[src/rtl/pc_sequencer_if.sv]
// pc_sequencer_if: fetch-control bundle between the core front end and the PC sequencer.
// Rev 1.0
`default_nettype none

interface pc_sequencer_if #(
  parameter int DATA_WIDTH = 32
);
  logic                  stall;
  logic [1:0]            pc_src;
  logic [DATA_WIDTH-1:0] imm_op;
  logic [DATA_WIDTH-1:0] alu_result;
  logic                  trap;
  logic                  call;
  logic                  ret;
  logic [DATA_WIDTH-1:0] pc;
  logic [DATA_WIDTH-1:0] pcplus4;
  logic [DATA_WIDTH-1:0] ras_top;
  logic                  ras_empty;
  logic                  misalign;

  modport master (
    output stall, pc_src, imm_op, alu_result, trap, call, ret,
    input  pc, pcplus4, ras_top, ras_empty, misalign
  );

  modport slave (
    input  stall, pc_src, imm_op, alu_result, trap, call, ret,
    output pc, pcplus4, ras_top, ras_empty, misalign
  );
endinterface

`default_nettype wire

[src/rtl/pc_sequencer.sv]
// pc_sequencer: fetch PC with trap redirect, misalignment detection and a circular RAS.
// Rev 1.0
`default_nettype none

module pc_sequencer #(
  parameter int                    DATA_WIDTH   = 32,
  parameter logic [DATA_WIDTH-1:0] RESET_VECTOR = 32'h0000_0000,
  parameter logic [DATA_WIDTH-1:0] TRAP_VECTOR  = 32'h0000_0100,
  parameter int                    RAS_DEPTH    = 4
) (
  input  wire logic        clk,
  input  wire logic        rst,
  pc_sequencer_if.slave    bus
);
  localparam int PTR_W = $clog2(RAS_DEPTH);
  localparam int CNT_W = $clog2(RAS_DEPTH + 1);
  localparam logic [CNT_W-1:0] C_FULL = CNT_W'(RAS_DEPTH);

  logic [DATA_WIDTH-1:0] pc_q, pc_d;
  logic                  misalign_q, misalign_d;
  logic [PTR_W-1:0]      wp_q, wp_d;
  logic [CNT_W-1:0]      cnt_q, cnt_d;
  logic [DATA_WIDTH-1:0] ras_q [RAS_DEPTH];
  logic [DATA_WIDTH-1:0] ras_d [RAS_DEPTH];

  logic [DATA_WIDTH-1:0] w_pcplus4, w_cand, w_target, w_top;
  logic [PTR_W-1:0]      w_top_idx;
  logic                  w_empty, w_pop, w_push, w_mis;

  assign w_pcplus4 = pc_q + DATA_WIDTH'(4);
  assign w_top_idx = wp_q - PTR_W'(1);
  assign w_empty   = (cnt_q == '0);
  assign w_top     = w_empty ? '0 : ras_q[w_top_idx];

  always_comb begin
    w_cand = w_pcplus4;
    unique case (bus.pc_src)
      2'b00: w_cand = w_pcplus4;
      2'b01: w_cand = pc_q + bus.imm_op;
      2'b10: w_cand = bus.imm_op;
      2'b11: w_cand = {bus.alu_result[DATA_WIDTH-1:1], 1'b0};
    endcase
  end

  // A return with an empty stack falls back to the JALR path.
  assign w_pop    = bus.ret && !w_empty;
  assign w_target = w_pop ? w_top :
                    bus.ret ? {bus.alu_result[DATA_WIDTH-1:1], 1'b0} : w_cand;
  assign w_mis    = (w_target[1:0] != 2'b00);
  assign w_push   = bus.call && !w_mis;

  always_comb begin
    pc_d       = pc_q;
    misalign_d = misalign_q;
    wp_d       = wp_q;
    cnt_d      = cnt_q;
    ras_d      = ras_q;
    if (bus.trap) begin
      pc_d       = TRAP_VECTOR;
      misalign_d = 1'b0;
    end else if (!bus.stall) begin
      pc_d       = w_mis ? TRAP_VECTOR : w_target;
      misalign_d = w_mis;
      if (w_pop && w_push) begin
        ras_d[w_top_idx] = w_pcplus4;
      end else if (w_pop) begin
        wp_d  = wp_q - PTR_W'(1);
        cnt_d = cnt_q - CNT_W'(1);
      end else if (w_push) begin
        ras_d[wp_q] = w_pcplus4;
        wp_d        = wp_q + PTR_W'(1);
        cnt_d       = (cnt_q == C_FULL) ? cnt_q : cnt_q + CNT_W'(1);
      end
    end
  end

  always_ff @(posedge clk or negedge rst) begin
    if (!rst) begin
      pc_q       <= RESET_VECTOR;
      misalign_q <= 1'b0;
      wp_q       <= '0;
      cnt_q      <= '0;
      for (int i = 0; i < RAS_DEPTH; i++) ras_q[i] <= '0;
    end else begin
      pc_q       <= pc_d;
      misalign_q <= misalign_d;
      wp_q       <= wp_d;
      cnt_q      <= cnt_d;
      ras_q      <= ras_d;
    end
  end

  assign bus.pc        = pc_q;
  assign bus.pcplus4   = w_pcplus4;
  assign bus.ras_top   = w_top;
  assign bus.ras_empty = w_empty;
  assign bus.misalign  = misalign_q;
endmodule

`default_nettype wire

[src/flat_wrapper.sv]
// flat-port wrapper written by rule: the top's interface ports become plain ports
module pc_sequencer_flat 
#(
  parameter int                    DATA_WIDTH   = 32,
  parameter logic [DATA_WIDTH-1:0] RESET_VECTOR = 32'h0000_0000,
  parameter logic [DATA_WIDTH-1:0] TRAP_VECTOR  = 32'h0000_0100,
  parameter int                    RAS_DEPTH    = 4
)
  (clk, rst, bus_stall, bus_pc_src, bus_imm_op, bus_alu_result, bus_trap, bus_call, bus_ret, bus_pc, bus_pcplus4, bus_ras_top, bus_ras_empty, bus_misalign);
  pc_sequencer_if #(.DATA_WIDTH(DATA_WIDTH)) bus_i ();
  input  wire logic clk;
  input  wire logic rst;
  input wire logic [$bits(bus_i.stall)-1:0] bus_stall;
  input wire logic [$bits(bus_i.pc_src)-1:0] bus_pc_src;
  input wire logic [$bits(bus_i.imm_op)-1:0] bus_imm_op;
  input wire logic [$bits(bus_i.alu_result)-1:0] bus_alu_result;
  input wire logic [$bits(bus_i.trap)-1:0] bus_trap;
  input wire logic [$bits(bus_i.call)-1:0] bus_call;
  input wire logic [$bits(bus_i.ret)-1:0] bus_ret;
  output wire logic [$bits(bus_i.pc)-1:0] bus_pc;
  output wire logic [$bits(bus_i.pcplus4)-1:0] bus_pcplus4;
  output wire logic [$bits(bus_i.ras_top)-1:0] bus_ras_top;
  output wire logic [$bits(bus_i.ras_empty)-1:0] bus_ras_empty;
  output wire logic [$bits(bus_i.misalign)-1:0] bus_misalign;
  assign bus_i.stall = bus_stall;
  assign bus_i.pc_src = bus_pc_src;
  assign bus_i.imm_op = bus_imm_op;
  assign bus_i.alu_result = bus_alu_result;
  assign bus_i.trap = bus_trap;
  assign bus_i.call = bus_call;
  assign bus_i.ret = bus_ret;
  assign bus_pc = bus_i.pc;
  assign bus_pcplus4 = bus_i.pcplus4;
  assign bus_ras_top = bus_i.ras_top;
  assign bus_ras_empty = bus_i.ras_empty;
  assign bus_misalign = bus_i.misalign;
  pc_sequencer #(.DATA_WIDTH(DATA_WIDTH), .RESET_VECTOR(RESET_VECTOR), .TRAP_VECTOR(TRAP_VECTOR), .RAS_DEPTH(RAS_DEPTH)) u_core (.clk(clk), .rst(rst), .bus(bus_i));
endmodule
[config.mk]
export PLATFORM = sky130hd
export DESIGN_NAME = pc_sequencer_flat
export DESIGN_NICKNAME = d
export VERILOG_FILES = /design/src/rtl/pc_sequencer_if.sv /design/src/rtl/pc_sequencer.sv /design/src/flat_wrapper.sv
export SDC_FILE = /design/constraint.sdc
export NUM_CORES = 1
export LEC_CHECK = 0
export ABC_AREA = 1
export CAP_MARGIN = 20
export CORE_MARGIN = 2
export CORE_UTILIZATION = 50
export DETAILED_ROUTE_END_ITERATION = 8
export MAX_ROUTING_LAYER = met4
export PLACE_DENSITY_LB_ADDON = 0.25
export SLEW_MARGIN = 20
export SYNTH_ARGS = -nofsm -noshare
export SYNTH_HDL_FRONTEND = slang
export SYNTH_SLANG_ARGS = --single-unit
export TNS_END_PERCENT = 20
[constraint.sdc]
create_clock -name clk -period 3.8 [get_ports clk]
set_input_delay 0.38 -clock clk [delete_from_list [all_inputs] [get_ports clk]]
set_output_delay 0.38 -clock clk [all_outputs]
set_load 0.02 [all_outputs]
==> results.cfg <==
[critical_path]
r2r-end = u_core.ras_q[89]$_DFFE_PN0P_
reg2reg_setup_slack_ns = 0.38
arrival_ns = 3.28
critPathBufInv = 5
worstRegToRegCells = 16
path_class = register to primary output
cpMaxStageDelayCell = clkdlybuf4s50_1
endpoint_kind = primary output
path_max_fanout = 35
cp.required_ns = 3.42
crit_path_start_kind = register
path_cells = inv_1 > ha_1 > inv_2 > buf_4 > a21oi_1 > a32oi_1 > inv_1 > nor2_1 > clkdlybuf4s50_1
max_stage_delay_ns = 0.62
crit-reg2reg-launch = u_core.wp_q[0]$_DFFE_PN0P_
crit_family = buffers and inverters
cpMostUsedCell = inv_1

[route]
initialDrtViolationCount = 1034
routed_wirelength_um = 40800
first_pass_iters = 5
wl_per_cell_um = 17.3
drc = 0
avgViaCountPerCell = 5.45
vias = 12900
ant_nets = 0

[sta]
skew_ns = 0.00818
hold_viol = 0
tightest_slew_ns = 0.912
setup-tns-final_ns = 0
drv_slew = 0
finalCritPeriodShare_pct = 96.3
fin_crit_ns = 3.66
hold_slack_ns = 0.0430
fmax_ghz = 0.273
relSlewSlack_pct = 39.2
setup_viol = 0
rsz0062_at_grt = no

[place]
port_buffers = 168
routabilityCongestion = 1.00
dp_cells = 2331
hpwl_um = 30900

[power_and_ir_drop]
p_int_mw = 5.18
clockPowerShare_pct = 20.2
power_density_nw_per_um2 = 636
power.share.switching_pct = 45.5
p_total_mw = 9.50
netSwitchingPower_mw = 4.32
power_leakage_nw = 7.35
seqPwrFrac_pct = 25.6
power_frac_comb_pct = 54.2
max-vdd-ir-drop_uv = 313

[synthesis]
ys_ff_latch = 166
synth_most_common_cell = nand2_1
synth_edf_count = 0
synth_cells = 1880
synthTopCellsByCount = nand2_1 (647), inv_1 (220), dfrtp_1 (166), nor2_1 (166), o21ai_1 (115)
yosys.area.top_type = dfrtp_1
synth_top_flop_cell = dfrtp_1
synth_warnings = 0
syn_nets = 1995
ys_seq_area_share_pct = 33.5
syn_area_um2 = 12400
ys_types = 47
async_flop_share_pct = 100
syn_area_per_cell_um2 = 6.59
synth.area.top_cells = dfrtp_1 (34%), nand2_1 (20%), inv_1 (6.7%), nor2_1 (5.0%), o21ai_1 (4.6%)
synth_top_area_share_pct = 33.5

[clock_tree]
numClockSinks = 166
cts_tree = built
clock_path_buffers = 2
path_clk_slew_ns = 0.07
postCtsSetupRepairBufs = 0
worstSkewPairLatency_ns = 0.44
cts_buffers = 17
cts_max_level = 4
cts_root_buffer = clkbuf_16

[flow_run]
cap_viol_max_count = 0

[floorplan]
chipWidth_um = 161
die_y_um = 161
num_io_pins = 170
rows = 57
start_util_pct = 50.9
fp.coreArea_um2 = 24300
die-area_um2 = 26000

[global_routing]
grt_pass1_vias = 12100
grtUsageTotal_pct = 32.6
grt_pass1_wl_um = 64700
overflow = 0
grt_start_max_net_pins = 113
antenna_found_initial = 0

[run_status]
status = complete, no violations

[cells_and_area]
seqCellArea_um2 = 4160
areaGrowthSynthToFinish_pct = 20.6
final_core_util_pct = 61.4
drive_above_1_share_pct = 6.77
antennaDiodeCount = 0
fillers = 2269
multi_input_area_um2 = 6820
instances_no_fill = 2362
layout.nets = 2141

[hold_path]
hp-class = primary input to async pin
cells in the final DEF (no fill, tap or decap), drive strengths merged, types with 6 or more instances in the layout:
| cell | count |
|---|---|
| nand2 | 656 |
| o21ai | 249 |
| inv | 232 |
| nor2 | 173 |
| clkdlybuf4s50 | 167 |
| dfrtp | 166 |
| a21oi | 86 |
| nand3 | 78 |
| ha | 41 |
| buf | 37 |
| o22ai | 28 |
| nor3 | 28 |
| xor2 | 21 |
| clkbuf | 21 |
| nand4 | 7 |
| nand3b | 6 |
| or2 | 6 |
state kept, by name (all words and copies together), names as in the netlist:
| name | count |
|---|---|
| u_core.bus.misalign | 1 |
| u_core.bus.pc | 32 |
| u_core.cnt_q | 3 |
| u_core.ras_q | 128 |
| u_core.wp_q | 2 |
power by group through the flow:
stage	registers, mW	clock network, mW	logic, mW
after detailed placement	2.45	0	5.05
after global routing	2.47	2.01	5.57
after floorplan	2.42	0	3.07
after CTS	2.42	1.93	5.08
final	2.43	1.92	5.15
after global placement	2.43	0	4.97
per-stage QoR:
| stage | area, um^2 | worst slack, ns |
|---|---|---|
| after floorplan | 12400 | 0.523 |
| after global placement | 14300 | 0.267 |
| after detailed placement | 14300 | 0.154 |
| after CTS | 14900 | 0.103 |
| after global routing | 14900 | 0.0661 |
| final | 14900 | 0.139 |
per-layer routing:
| metal | GRT usage [%] | vias to the layer above | share of wire (%) |
|---|---|---|---|
| li1 | - | 6293 | - |
| met1 | 44.5 | 6009 | 44 |
| met2 | 50.2 | 488 | 46 |
| met3 | 3.62 | 77 | 6.8 |
| met4 | 12.1 | 0 | 3.1 |
| met5 | - | - | 0 |
worst max-delay path by stage:
stage / start / to / slack (ns) / cells after the start
global placement: bus_imm_op[0] / u_core.ras_q[114]$_DFFE_PN0P_ / 0.27 / 18
finish: u_core.wp_q[1]$_DFFE_PN0P_ / bus_ras_top[9] / 0.14 / 9
detailed placement: bus_imm_op[0] / u_core.ras_q[89]$_DFFE_PN0P_ / 0.15 / 18
global route: u_core.wp_q[1]$_DFFE_PN0P_ / bus_ras_top[4] / 0.07 / 7
floorplan: u_core.wp_q[0]$_DFFE_PN0P_ / u_core.ras_q[84]$_DFFE_PN0P_ / 0.52 / 22
CTS: u_core.wp_q[1]$_DFFE_PN0P_ / bus_ras_top[10] / 0.10 / 7
repair_timing:
item | 4_1_cts | 5_1_grt
endpoints found under the setup margin | 0 | 1
resized for setup | 0 | 1
hold buffers | 0 | 0
area by class of cell:
type / count / area share [%]
clock inverter: 11 / 1.32
sequential: 166 / 27.8
tap: 324 / 2.71
clock buffer: 20 / 3.06
inverter: 232 / 5.83
timing repair buffer: 205 / 13.6
multi-input combinational: 1404 / 45.6
cells by family after synthesis:
kind of cell	Yosys count	share of synthesized area [%]
simple gates	957	31.9
compound gates	380	16.7
buf+inv	310	11.5
flops	166	33.5
fa+ha+maj	43	4.47
xor+xnor	24	1.88
No activity file was read; power rests on OpenSTA's default activity.
